--- src/rtl/fetch_inst_queue.sv ---
// Fetch-to-decode instruction queue.
// Holds fetched PC, instruction and TLB fetch flags in order; flushable.
module fetch_inst_queue #(
    parameter int DEPTH = 4,
    parameter int PTR_W = $clog2(DEPTH),
    parameter int CNT_W = $clog2(DEPTH + 1)
) (
    input  logic             clk,
    input  logic             resetn,
    input  logic             expFlush,
    input  logic             inValid,
    input  logic [31:0]      inPc,
    input  logic [31:0]      inInstr,
    input  logic             inInstMiss,
    input  logic             inInstIllegal,
    input  logic             inInstInvalid,
    output logic             inReady,
    output logic             outValid,
    output logic [31:0]      outPc,
    output logic [31:0]      outInstr,
    output logic             outInstMiss,
    output logic             outInstIllegal,
    output logic             outInstInvalid,
    input  logic             outReady,
    output logic [CNT_W-1:0] count
);

    typedef struct packed {
        logic [31:0] pc;
        logic [31:0] instr;
        logic        miss;
        logic        illegal;
        logic        invalid;
    } entry_t;

    localparam logic [CNT_W-1:0] FULL = CNT_W'(DEPTH);

    entry_t           mem [DEPTH];
    entry_t           head;
    logic [PTR_W-1:0] wr_ptr;
    logic [PTR_W-1:0] rd_ptr;
    logic             push;
    logic             pop;

    assign inReady  = (count != FULL);
    assign outValid = (count != '0);
    assign push     = inValid & inReady & ~expFlush;
    assign pop      = outValid & outReady & ~expFlush;

    // Pointer and occupancy tracking; flush wins over push and pop.
    always_ff @(posedge clk or negedge resetn) begin
        if (!resetn) begin
            wr_ptr <= '0;
            rd_ptr <= '0;
            count  <= '0;
        end else if (expFlush) begin
            wr_ptr <= '0;
            rd_ptr <= '0;
            count  <= '0;
        end else begin
            if (push) wr_ptr <= wr_ptr + 1'b1;
            if (pop)  rd_ptr <= rd_ptr + 1'b1;
            if (push && !pop)      count <= count + 1'b1;
            else if (pop && !push) count <= count - 1'b1;
        end
    end

    // Entry storage; contents are don't-care until written, so no reset.
    always_ff @(posedge clk) begin
        if (push) begin
            mem[wr_ptr] <= '{pc: inPc, instr: inInstr, miss: inInstMiss,
                             illegal: inInstIllegal, invalid: inInstInvalid};
        end
    end

    // Head presentation; an empty queue shows an all-zero NOP to decode.
    always_comb begin
        head = '0;
        if (outValid) head = mem[rd_ptr];
    end

    assign outPc          = head.pc;
    assign outInstr       = head.instr;
    assign outInstMiss    = head.miss;
    assign outInstIllegal = head.illegal;
    assign outInstInvalid = head.invalid;

endmodule

--- config.mk ---
export PLATFORM = sky130hd
export DESIGN_NAME = fetch_inst_queue
export DESIGN_NICKNAME = d
export VERILOG_FILES = /design/src/rtl/fetch_inst_queue.sv
export SDC_FILE = /design/constraint.sdc
export NUM_CORES = 1
export LEC_CHECK = 0
export CELL_PAD_IN_SITES_DETAIL_PLACEMENT = 0
export CELL_PAD_IN_SITES_GLOBAL_PLACEMENT = 1
export CORE_MARGIN = 1
export CORE_UTILIZATION = 45
export DETAILED_ROUTE_END_ITERATION = 6
export PLACE_DENSITY_LB_ADDON = 0.1
export SLEW_MARGIN = 10
export SYNTH_ARGS = -nofsm -noshare
export SYNTH_HDL_FRONTEND = slang
export SYNTH_SLANG_ARGS = --single-unit
export TNS_END_PERCENT = 20
--- constraint.sdc ---
create_clock -name clk -period 4.55 [get_ports clk]
set_clock_uncertainty 0.05 [all_clocks]
set_input_delay 0.6825 -clock clk [delete_from_list [all_inputs] [get_ports clk]]
set_output_delay 0.6825 -clock clk [all_outputs]
set_load 0.02 [all_outputs]
==> results.tsv <==
metric	value	unit
#FFs+latches synth	275	
Sequential Area	0.00823	mm^2
clock transition at the registers of the reported paths	0.06	ns
Max Freq	263	MHz
maximum count of clock buffers along a single path	3	
DRT Wirelength	20000	um
worst hold path class	in2async	
number of instances in the placed design	920	
detail-routed net length per standard cell	20.6	um
sum of negative setup slack	0	ns
Hold Vio Cnt, Final	0	
starting density of the core	0.465	
GPL Wtd Cong	0.719	
final period demand of the worst path	3.81	ns
Ports	144	
Post-DP HPWL	11400	um
measured slew at the worst slew-check pin	1.07	ns
post-synthesis instance total	485	
DRC violation total after the first TritonRoute iteration	289	
cells along the critical path	or3_2, buf_4, and2_1, clkdlybuf4s50_1	
area grow syn2layout	25.3	%
Antenna Diode Count	0	
unrepaired setup endpoints after global routing	no	
final global-route overflow total	0	
setup-violating endpoint count in the final report	0	
global router's overall resource usage	0.173	
total area of multi-input combinational cells	0.00225	mm^2
DRC errors left	0	
number of enable flip-flop cells after synthesis	268	
Layout fillers	1718	
kind of capture point of the worst setup path	output port	
utilization after layout	0.582	
largest net degree at the start of global routing	69	
number of sinks on the clock net	275	
non-filler cells, final	973	
minimum setup slack after placement	1.13	ns
master cell of the clock root buffer	sky130_fd_sc_hd__clkbuf_16	
crit share post-route	0.836	
standard cell with the maximum stage delay on the critical path	sky130_fd_sc_hd__or3_2	
routed vias/inst	5.17	
total standard cell area after synthesis	0.0106	mm^2
Die Y-Extent	156	um
antenna violations before repair	1	
part of the Yosys area used for sequential elements	0.772	
longest individual stage delay on the worst path	0.79	ns
number of levels in the clock H-tree	1	
count of warnings emitted by yosys	0	
share of layout cells above drive strength 1	0.179	
number of global-route vias before repair	5518	
share of flip-flops with an asynchronous set or reset	0.0255	
buffers inserted by post-CTS timing repair	0	
Setup Crit Path Kind	reg2out	
DIE AREA	0.0243	mm^2
average footprint of a synthesized cell	22.0	um^2
number of buffers created by CTS	30	
Distinct cells, synth	28	
core footprint	0.0229	mm^2
Max transition margin	0.287	
Die X	156	um
maximum resistive drop on vdd	403	uV
Post-layout nets	716	
main flop type after synthesis	sky130_fd_sc_hd__edfxtp_1	
data arrival time at the worst-slack endpoint	3.07	ns
Vias	5029	
number of detailed-routing iterations run before antenna repair	4	
global-route wire length before repair	31400	um
TritonCTS clock tree	yes	
pins over their slew limit	0	
max-cap viol count	0	
Row Count	55	
post-synth net total	562	
status	finished, final reports clean	
largest fanout of any net on the critical path	48	
cells resized by post-CTS repair	0	
hold_buf cts	0	
Worst Setup Slack, final	0.745	ns
CP startpoint kind	flop	
power per cell area	603	mW/mm^2
clock latency at the later pin of the worst-skew pair	0.53	ns
Final ANT Viol Nets	0	
standby leakage power	4.24	nW
Required @ worst endpoint	3.82	ns
Port Buffer Count	143	
==> cell usage in the layout (no fill, tap or decap), types with 3 or more instances in the layout <==
| cell | n |
|---|---|
| sky130_fd_sc_hd__and2_1 | 68 |
| sky130_fd_sc_hd__and2_4 | 4 |
| sky130_fd_sc_hd__buf_12 | 5 |
| sky130_fd_sc_hd__clkbuf_1 | 8 |
| sky130_fd_sc_hd__clkbuf_16 | 30 |
| sky130_fd_sc_hd__clkdlybuf4s50_1 | 143 |
| sky130_fd_sc_hd__clkinv_1 | 9 |
| sky130_fd_sc_hd__dfrtp_1 | 5 |
| sky130_fd_sc_hd__edfxtp_1 | 268 |
| sky130_fd_sc_hd__ha_1 | 4 |
| sky130_fd_sc_hd__inv_1 | 4 |
| sky130_fd_sc_hd__mux4_2 | 67 |
| sky130_fd_sc_hd__nand2_1 | 5 |
| sky130_fd_sc_hd__nor2_1 | 7 |
| sky130_fd_sc_hd__o21ai_0 | 3 |
| sky130_fd_sc_hd__xor2_1 | 4 |
==> flip-flops by register name, indices dropped and copies added (netlist names) <==
| signal | count |
|---|---|
| wr_ptr | 2 |
| count | 3 |
| mem | 268 |
| rd_ptr | 2 |
==> synth_stat cells (all sizes together), types with 2 or more instances <==
cell type	instances	area [um^2]
dfrtp	7	175
nor2	7	26.3
clkbuf	13	48.8
xnor2	2	17.5
edfxtp	268	8050
o21ai	3	15.0
nand3	2	10.0
and2	72	450
xor2	4	35.0
ha	4	50.1
buf	15	124
mux4	67	1510
inv	4	15.0
nand2	5	18.8
==> logic make-up (layout without fill, tap and decap cells) <==
| family | count (synthesis) | count (layout) | synth area share |
|---|---|---|---|
| AOI/OAI and AO/OA | 9 | 9 | 0.00576 |
| DFF | 275 | 275 | 0.772 |
| muxes | 67 | 67 | 0.142 |
| xor gates and xnor gates | 6 | 6 | 0.00494 |
| and+or+nand+nor | 91 | 91 | 0.0510 |
| adders and majority gates | 5 | 5 | 0.00658 |
| buffers and inverters | 32 | 207 | 0.0176 |
==> per-stage QoR <==
step                      power (mW)  hold WS [ns]  instance area [um^2]
after floorplan                 4.77         0.337                 10600
after global placement          5.91         0.509                 12400
after detailed placement        5.93         0.541                 12400
after CTS                       8.18         0.378                 13300
after global routing            8.43         0.407                 13300
final                           8.05         0.388                 13300
==> layer usage <==
layer	up-vias	part of all wire	global-route usage
met4	2	0.023	0.0462
li1	2265	-	-
met5	-	0.00055	0
met2	128	0.50	0.293
met3	35	0.058	0.0469
met1	2599	0.42	0.222
==> critical path: cells and delay by family (launching register included) <==
family                 cells  cell delay, ns
buffers and inverters      2            1.01
AND/OR/NAND/NOR            2            0.99
flip-flops                 1            0.52
==> final timing paths <==
kind | slack (ns) | cells past startpoint | endpoint | startpoint
setup / recovery | 0.74 | 4 | outInstIllegal | count[0]$_DFFE_PN0P_
hold / removal | 0.39 | 1 | count[2]$_DFFE_PN0P_ | resetn
setup reg to reg | 1.35 | 7 | count[1]$_DFFE_PN0P_ | count[0]$_DFFE_PN0P_
hold reg to reg | 0.57 | 2 | wr_ptr[1]$_DFFE_PN0P_ | wr_ptr[1]$_DFFE_PN0P_
max in group asynchronous | 3.75 | 1 | rd_ptr[1]$_DFFE_PN0P_ | resetn
min in group clk | 0.57 | 2 | wr_ptr[1]$_DFFE_PN0P_ | wr_ptr[1]$_DFFE_PN0P_
==> area by class of cell <==
class / count / area share
tap: 313 / 0.0294
sequential: 275 / 0.617
clock buffer: 38 / 0.0585
timing repair buffer: 150 / 0.116
inverter: 4 / 0.00113
clock inverter: 15 / 0.00985
multi-input combinational: 178 / 0.168
==> where the power goes <==
group          total [mW]  internal [mW]  switching (mW)
clock network        2.24           1.32           0.921
logic                2.67           1.38            1.30
registers            3.14           2.96           0.178
No activity file was read; power rests on OpenSTA's default activity.
